--- config.mk ---
export PLATFORM = sky130hd
export DESIGN_NAME = thermal_head_line_sequencer
export DESIGN_NICKNAME = d
export VERILOG_FILES = /design/src/rtl/thermal_head_pkg.sv /design/src/rtl/signal_synchroniser.sv /design/src/rtl/thermal_head_line_sequencer.sv
export SDC_FILE = /design/constraint.sdc
export NUM_CORES = 1
export LEC_CHECK = 0
export ABC_AREA = 0
export CAP_MARGIN = 20
export CORE_AREA = 2 2 323 325
export DETAILED_ROUTE_END_ITERATION = 10
export DIE_AREA = 0 0 325 327
export HOLD_SLACK_MARGIN = 0.02
export PLACE_DENSITY = 0.48
export SLEW_MARGIN = 20
export SYNTH_ARGS = -nofsm -noshare
export SYNTH_HDL_FRONTEND = slang
export SYNTH_SLANG_ARGS = --single-unit
--- constraint.sdc ---
create_clock -name clk -period 6.04 [get_ports clk]
set_clock_uncertainty 0.05 [all_clocks]
set_input_delay 1.208 -clock clk [delete_from_list [all_inputs] [get_ports clk]]
set_output_delay 1.208 -clock clk [all_outputs]
set_load 0.1 [all_outputs]
--- src/rtl/thermal_head_pkg.sv ---
// Shared types and default sizing for the thermal-head line sequencer.
// line_rec_t describes one line record at the default sizing, for
// consumers that pack the record into a single word.
package thermal_head_pkg;

    localparam int HEAD_WIDTH_DEFAULT  = 384;
    localparam int BITCNT_W_DEFAULT    = 16;
    localparam int BURNCNT_W_DEFAULT   = 24;
    localparam int SYNC_STAGES_DEFAULT = 2;

    typedef enum logic [1:0] {
        IDLE  = 2'd0,
        ARMED = 2'd1,
        BURN  = 2'd2
    } seq_state_e;

    typedef struct packed {
        logic [HEAD_WIDTH_DEFAULT-1:0] dots;
        logic [BITCNT_W_DEFAULT-1:0]   bits;
        logic [BURNCNT_W_DEFAULT-1:0]  burn;
        logic                          no_latch;
        logic                          overrun;
    } line_rec_t;

endpackage

--- src/rtl/signal_synchroniser.sv ---
// Multi-flop synchroniser for one asynchronous head pin, followed by a
// registered edge detector. Pulses appear SYNC_STAGES+1 clk after the pin.
module signal_synchroniser #(
    parameter int SYNC_STAGES = 2
) (
    input  logic clk,
    input  logic reset,
    input  logic raw,
    output logic rise,
    output logic fall
);

    logic [SYNC_STAGES-1:0] chain_r;
    logic                   prev_r;
    logic                   rise_r;
    logic                   fall_r;

    // Shift the raw pin through the synchroniser chain and register edge pulses.
    always_ff @(posedge clk) begin
        if (reset) begin
            chain_r <= {SYNC_STAGES{1'b0}};
            prev_r  <= 1'b0;
            rise_r  <= 1'b0;
            fall_r  <= 1'b0;
        end else begin
            chain_r[0] <= raw;
            for (int i = 1; i < SYNC_STAGES; i++) begin
                chain_r[i] <= chain_r[i-1];
            end
            prev_r <= chain_r[SYNC_STAGES-1];
            rise_r <= chain_r[SYNC_STAGES-1] & ~prev_r;
            fall_r <= ~chain_r[SYNC_STAGES-1] & prev_r;
        end
    end

    assign rise = rise_r;
    assign fall = fall_r;

endmodule

--- src/rtl/thermal_head_line_sequencer.sv ---
// Watches the thermal head control pins (shift clock, LATCH#, DST) and turns
// every DST strobe into one line record offered over valid/ready.
module thermal_head_line_sequencer
    import thermal_head_pkg::*;
#(
    parameter int HEAD_WIDTH  = HEAD_WIDTH_DEFAULT,
    parameter int BITCNT_W    = BITCNT_W_DEFAULT,
    parameter int BURNCNT_W   = BURNCNT_W_DEFAULT,
    parameter int SYNC_STAGES = SYNC_STAGES_DEFAULT
) (
    input  logic                  clk,
    input  logic                  reset,
    input  logic                  head_clk_in,
    input  logic                  head_latch_n_in,
    input  logic                  head_dst_in,
    input  logic [HEAD_WIDTH-1:0] head_active_dots,
    output logic                  line_valid,
    input  logic                  line_ready,
    output logic [HEAD_WIDTH-1:0] line_dots,
    output logic [BITCNT_W-1:0]   line_bits,
    output logic [BURNCNT_W-1:0]  line_burn,
    output logic                  line_no_latch,
    output logic                  line_overrun,
    output logic [15:0]           dropped_lines,
    output logic [1:0]            state_o
);

    // Edge pulses from the synchronised head pins
    logic clk_rise_s, clk_fall_s;
    logic latch_rise_s, latch_fall_s;
    logic dst_rise_s, dst_fall_s;
    logic unused_edges_s;

    signal_synchroniser #(.SYNC_STAGES(SYNC_STAGES)) u_sync_clk (
        .clk(clk), .reset(reset), .raw(head_clk_in),
        .rise(clk_rise_s), .fall(clk_fall_s)
    );
    signal_synchroniser #(.SYNC_STAGES(SYNC_STAGES)) u_sync_latch (
        .clk(clk), .reset(reset), .raw(head_latch_n_in),
        .rise(latch_rise_s), .fall(latch_fall_s)
    );
    signal_synchroniser #(.SYNC_STAGES(SYNC_STAGES)) u_sync_dst (
        .clk(clk), .reset(reset), .raw(head_dst_in),
        .rise(dst_rise_s), .fall(dst_fall_s)
    );

    // Edges the sequencer has no use for
    assign unused_edges_s = clk_fall_s ^ latch_rise_s;

    // Shift / latch bookkeeping
    logic [BITCNT_W-1:0]  shift_cnt_r;
    logic [BITCNT_W-1:0]  shift_inc_s;
    logic [BITCNT_W-1:0]  latched_bits_r;
    logic                 have_latch_r;

    // Current burn
    logic [BURNCNT_W-1:0] burn_cnt_r;
    logic [BITCNT_W-1:0]  burn_bits_r;
    logic                 burn_no_latch_r;

    // FSM
    seq_state_e state_r;
    seq_state_e state_next_s;
    logic       capture_s;
    logic       burn_inc_s;
    logic       commit_s;

    // Output register and drop accounting
    logic                  out_valid_r;
    logic [HEAD_WIDTH-1:0] out_dots_r;
    logic [BITCNT_W-1:0]   out_bits_r;
    logic [BURNCNT_W-1:0]  out_burn_r;
    logic                  out_no_latch_r;
    logic                  out_overrun_r;
    logic                  out_free_s;
    logic [15:0]           dropped_r;
    logic                  drop_flag_r;

    // Saturating successor of the shift counter
    always_comb begin
        if (shift_cnt_r == {BITCNT_W{1'b1}}) begin
            shift_inc_s = shift_cnt_r;
        end else begin
            shift_inc_s = shift_cnt_r + {{(BITCNT_W-1){1'b0}}, 1'b1};
        end
    end

    // Count shift clocks; a latch hands the count over (including a coincident shift) and restarts it.
    always_ff @(posedge clk) begin
        if (reset) begin
            shift_cnt_r    <= {BITCNT_W{1'b0}};
            latched_bits_r <= {BITCNT_W{1'b0}};
            have_latch_r   <= 1'b0;
        end else if (latch_fall_s) begin
            latched_bits_r <= clk_rise_s ? shift_inc_s : shift_cnt_r;
            shift_cnt_r    <= {BITCNT_W{1'b0}};
            have_latch_r   <= 1'b1;
        end else if (clk_rise_s) begin
            shift_cnt_r <= shift_inc_s;
        end
    end

    // FSM state register
    always_ff @(posedge clk) begin
        if (reset) begin
            state_r <= IDLE;
        end else begin
            state_r <= state_next_s;
        end
    end

    // FSM next-state decode
    always_comb begin
        state_next_s = state_r;
        case (state_r)
            IDLE: begin
                if (dst_rise_s) begin
                    state_next_s = BURN;
                end else if (latch_fall_s) begin
                    state_next_s = ARMED;
                end else begin
                    state_next_s = IDLE;
                end
            end
            ARMED: begin
                if (dst_rise_s) begin
                    state_next_s = BURN;
                end else begin
                    state_next_s = ARMED;
                end
            end
            BURN: begin
                if (dst_fall_s) begin
                    state_next_s = ARMED;
                end else begin
                    state_next_s = BURN;
                end
            end
            default: state_next_s = IDLE;
        endcase
    end

    // FSM control strobes: start a burn, extend it, or commit it
    always_comb begin
        capture_s  = 1'b0;
        burn_inc_s = 1'b0;
        commit_s   = 1'b0;
        case (state_r)
            IDLE, ARMED: begin
                capture_s = dst_rise_s;
            end
            BURN: begin
                commit_s   = dst_fall_s;
                burn_inc_s = ~dst_fall_s;
            end
            default: begin
                capture_s  = 1'b0;
                burn_inc_s = 1'b0;
                commit_s   = 1'b0;
            end
        endcase
    end

    // Snapshot latch context at DST rise and time the burn, saturating.
    always_ff @(posedge clk) begin
        if (reset) begin
            burn_cnt_r      <= {BURNCNT_W{1'b0}};
            burn_bits_r     <= {BITCNT_W{1'b0}};
            burn_no_latch_r <= 1'b0;
        end else if (capture_s) begin
            burn_cnt_r      <= {{(BURNCNT_W-1){1'b0}}, 1'b1};
            burn_bits_r     <= latched_bits_r;
            burn_no_latch_r <= ~have_latch_r;
        end else if (burn_inc_s && (burn_cnt_r != {BURNCNT_W{1'b1}})) begin
            burn_cnt_r <= burn_cnt_r + {{(BURNCNT_W-1){1'b0}}, 1'b1};
        end
    end

    assign out_free_s = ~out_valid_r | line_ready;

    // Single-entry output register; an accept and a new load may share a cycle.
    always_ff @(posedge clk) begin
        if (reset) begin
            out_valid_r    <= 1'b0;
            out_dots_r     <= {HEAD_WIDTH{1'b0}};
            out_bits_r     <= {BITCNT_W{1'b0}};
            out_burn_r     <= {BURNCNT_W{1'b0}};
            out_no_latch_r <= 1'b0;
            out_overrun_r  <= 1'b0;
        end else if (commit_s && out_free_s) begin
            out_valid_r    <= 1'b1;
            out_dots_r     <= head_active_dots;
            out_bits_r     <= burn_bits_r;
            out_burn_r     <= burn_cnt_r;
            out_no_latch_r <= burn_no_latch_r;
            out_overrun_r  <= drop_flag_r;
        end else if (out_valid_r && line_ready) begin
            out_valid_r <= 1'b0;
        end
    end

    // Count lines lost to a full output register and flag the next delivered record.
    always_ff @(posedge clk) begin
        if (reset) begin
            dropped_r   <= 16'h0000;
            drop_flag_r <= 1'b0;
        end else if (commit_s && !out_free_s) begin
            drop_flag_r <= 1'b1;
            if (dropped_r != 16'hFFFF) begin
                dropped_r <= dropped_r + 16'h0001;
            end
        end else if (commit_s) begin
            drop_flag_r <= 1'b0;
        end
    end

    assign line_valid    = out_valid_r;
    assign line_dots     = out_dots_r;
    assign line_bits     = out_bits_r;
    assign line_burn     = out_burn_r;
    assign line_no_latch = out_no_latch_r;
    assign line_overrun  = out_overrun_r;
    assign dropped_lines = dropped_r;
    assign state_o       = state_r;

endmodule
==> results.toml <==
[sta]
finalCritPeriodShare = 0.597
relSlewSlack = 0.210
finalSetupViolations = 0
rsz0062_at_grt = "no"
period_minus_slack_ns = 3.61
slew_viol_final = 0
fin_setup_tns_ns = 0
worst_pin_slew_ns = 1.18
max_freq_mhz = 277
finalHoldViolations = 0

[power]
power.leakage_uw = 0.00992
power.internal_uw = 6190
netSwitchingFraction = 0.223
power.density_nw_per_um2 = 258
vdd_drop_max_uv = 142
power_frac_comb = 0.049
net-switching-power_uw = 1770
pwr-share-seq = 0.444
pwr-share-clk = 0.507

[logic_synthesis]
yosys_warnings = 0
syn_avg_cell_area_um2 = 8.02
synth.top_cells.by_area = "dfxtp_1, nand2_1, a21oi_1, clkbuf_1, nor2_1"
synth_compound_area_frac = 0.140
synth_cell_types = 52
synthArstFlopShare = 0
synth_nets = 2756
synth-edff-count = 0
ys.flop_type = "dfxtp_1"
synth_top_family_by_area = "simple AND/OR/NAND/NOR gates"
synth_top_area_frac = 0.563
yosysTopAreaCell = "dfxtp_1"
yosys.area_share.simple = 0.241
ys_seq_area_frac = 0.563
synthAdderAreaFrac = 0.00198
muxShareOfSynthArea = 0.00264
syn_inst = 2363
netlist_area_um2 = 19000
synth_seq_cells = 533
synth-xor-area-share = 0.0166

[final_layout]
mostFrequentLayoutCell = "nand2_1"
fillCellCount = 11000
fin_util = 0.300
fin_cells = 4564
drive_above_1_share = 0.0491
layout_common_cells = "nand2_1, clkdlybuf4s50_1, dfxtp_1, a21oi_1, nor2_1"
seq_area_um2 = 10700
area_growth_pct = 63.0
multi_input_area_um2 = 7640
num-nets-final = 3524

[worst_setup_path]
cp-end-kind = "primary output"
worstPathMaxFanout = 2
start_kind = "flip-flop"
cp.buffers_inverters = 1
arrival_ns = 2.35
worst_ep_required_time_ns = 4.78
worstPathCellList = "clkdlybuf4s50_1"
critPathKind = "reg -> out"
path_delay_family = "buffers and inverters"
critPathSlowestCell = "clkdlybuf4s50_1"
slowest_delay_ns = 1.30

[run]
maxCapViolations = 0

[global_routing]
grt_max_degree = 169
grt_use_total = 0.146
overflow = 0
antenna_found_initial = 25
grt_pass1_vias = 17800
grt_pass1_wl_mm = 118

[floorplanning]
start_util = 0.184
fp-row-count = 118
ios = 835
die_w_um = 325
core_area_um2 = 103000
die_y_um = 327
die_area_um2 = 106000

[routing]
wl_met1_mm = 34.6
highest_layer = "met5"
wl_met2_mm = 38.1
drtIter0Drc = 1052
via_per_inst = 4.09
wl_mm = 82.0
antenna_left = 0
vias = 18700
drc_errors = 0
drtPass1Iterations = 5
dr_wl_met3_mm = 6.91
routedWlPerCell_um = 18.0

[clocking]
htreeDepth = 3
root_buffer = "clkbuf_16"
hold_buffers = 0
insertion_delay_ns = 0.61
tritoncts = "built"
numCtsBuffers = 68
cts.repair.resized = 0
cts_setup_buffers = 0
cts_sinks = 533
clkSlewWorstSetupHoldPaths_ns = 0.05
clock_path_buffers = 3

[placed_design]
io_buffers = 834
place_inst = 4441
place_hpwl_mm = 60.2
finalWeightedCongestion = 0.836

[outcome]
status = "complete, no violations"

[min_path]
min_path_type = "reg -> reg"
[area by class of cell]
type                       instances  share of cell area
clock inverter                    21             0.00737
inverter                           5            0.000607
antenna                            5            0.000405
multi-input combinational       1662               0.247
sequential                       533               0.345
timing repair buffer             861               0.280
tap                             1380              0.0559
clock buffer                      97              0.0632
[per-layer routing]
layer / global-route usage / up-vias
met4: 0.0489 / 34
met2: 0.239 / 634
met5: 0 / -
met3: 0.0526 / 138
li1: - / 9292
met1: 0.179 / 8586
[cells in the mapped netlist, types with 2 or more instances]
master      n
mux2i_1     5
dfxtp_1   533
or4_4       4
and2_1      3
buf_1       6
o21ai_0     9
nor4_1      6
nand4_1    21
ha_1        3
or3_1      10
and4_1      3
o21ai_1     5
nor3b_1     3
buf_2      26
inv_1       5
nor3_2      5
xor2_1     16
nor3_1      9
a21oi_1   467
a211o_1     2
nor2_1     74
clkbuf_1  131
and3_1      4
nor2b_1    15
o41ai_1     2
nand4_2     4
xnor2_1    20
or4_1       4
nand2_1   909
a211oi_1   12
nand2b_1    5
a211oi_2    2
nand3_1    21
[metrics by stage]
step | worst slack (ns) | hold WS [ns] | total power, uW | instance area (um^2)
floorplan | 3.44 | 0.317 | 3700 | 19000
global placement | 2.48 | 0.325 | 4000 | 28700
detailed placement | 2.46 | 0.329 | 4000 | 28700
CTS | 2.26 | 0.338 | 8120 | 30900
global route | 2.32 | 0.354 | 8270 | 30900
finish | 2.43 | 0.334 | 7960 | 30900
[power groups by stage]
stage | Clock, uW | Combinational [uW] | Sequential (uW)
floorplan | 0 | 70.7 | 3630
global placement | 0 | 390 | 3610
detailed placement | 0 | 389 | 3610
CTS | 4200 | 392 | 3530
global route | 4330 | 412 | 3530
finish | 4040 | 388 | 3530
[path summary, 6_finish.rpt]
path | slack [ns] | startpoint | to | cells after the start
hold reg to reg | 0.33 | u_sync_clk.prev_r$_SDFF_PP0_ | u_sync_clk.rise$_SDFF_PP0_ | 1
setup / recovery | 2.43 | line_dots[4]$_SDFFE_PP0P_ | line_dots[4] | 1
setup reg to reg | 3.33 | state_o[1]$_SDFF_PP0_ | burn_cnt_r[8]$_SDFFE_PP0P_ | 4
hold / removal | 0.33 | u_sync_clk.prev_r$_SDFF_PP0_ | u_sync_clk.rise$_SDFF_PP0_ | 1
[kinds of logic (layout without fill, tap and decap cells)]
logic type               after synthesis  after routing
AND/OR/NAND/NOR                     1109           1109
flip-flops                           533            533
AO/OA/AOI/OAI                        509            509
buffers and inverters                168            984
XOR/XNOR                              36             36
multiplexers                           5              5
adder cells (fa/ha/maj)                3              3
other                                  0              5
[flip-flops by register name, indices dropped and copies added, names as in the netlist, 2 cells and up]
| register | flops |
|---|---|
| latched_bits_r | 16 |
| burn_bits_r | 16 |
| line_dots | 384 |
| burn_cnt_r | 24 |
| state_o | 2 |
| shift_cnt_r | 16 |
| u_sync_dst.chain_r | 2 |
| u_sync_latch.chain_r | 2 |
| line_burn | 24 |
| line_bits | 16 |
| dropped_lines | 16 |
| u_sync_clk.chain_r | 2 |
Note: power is estimated with default switching activity, not from simulation.
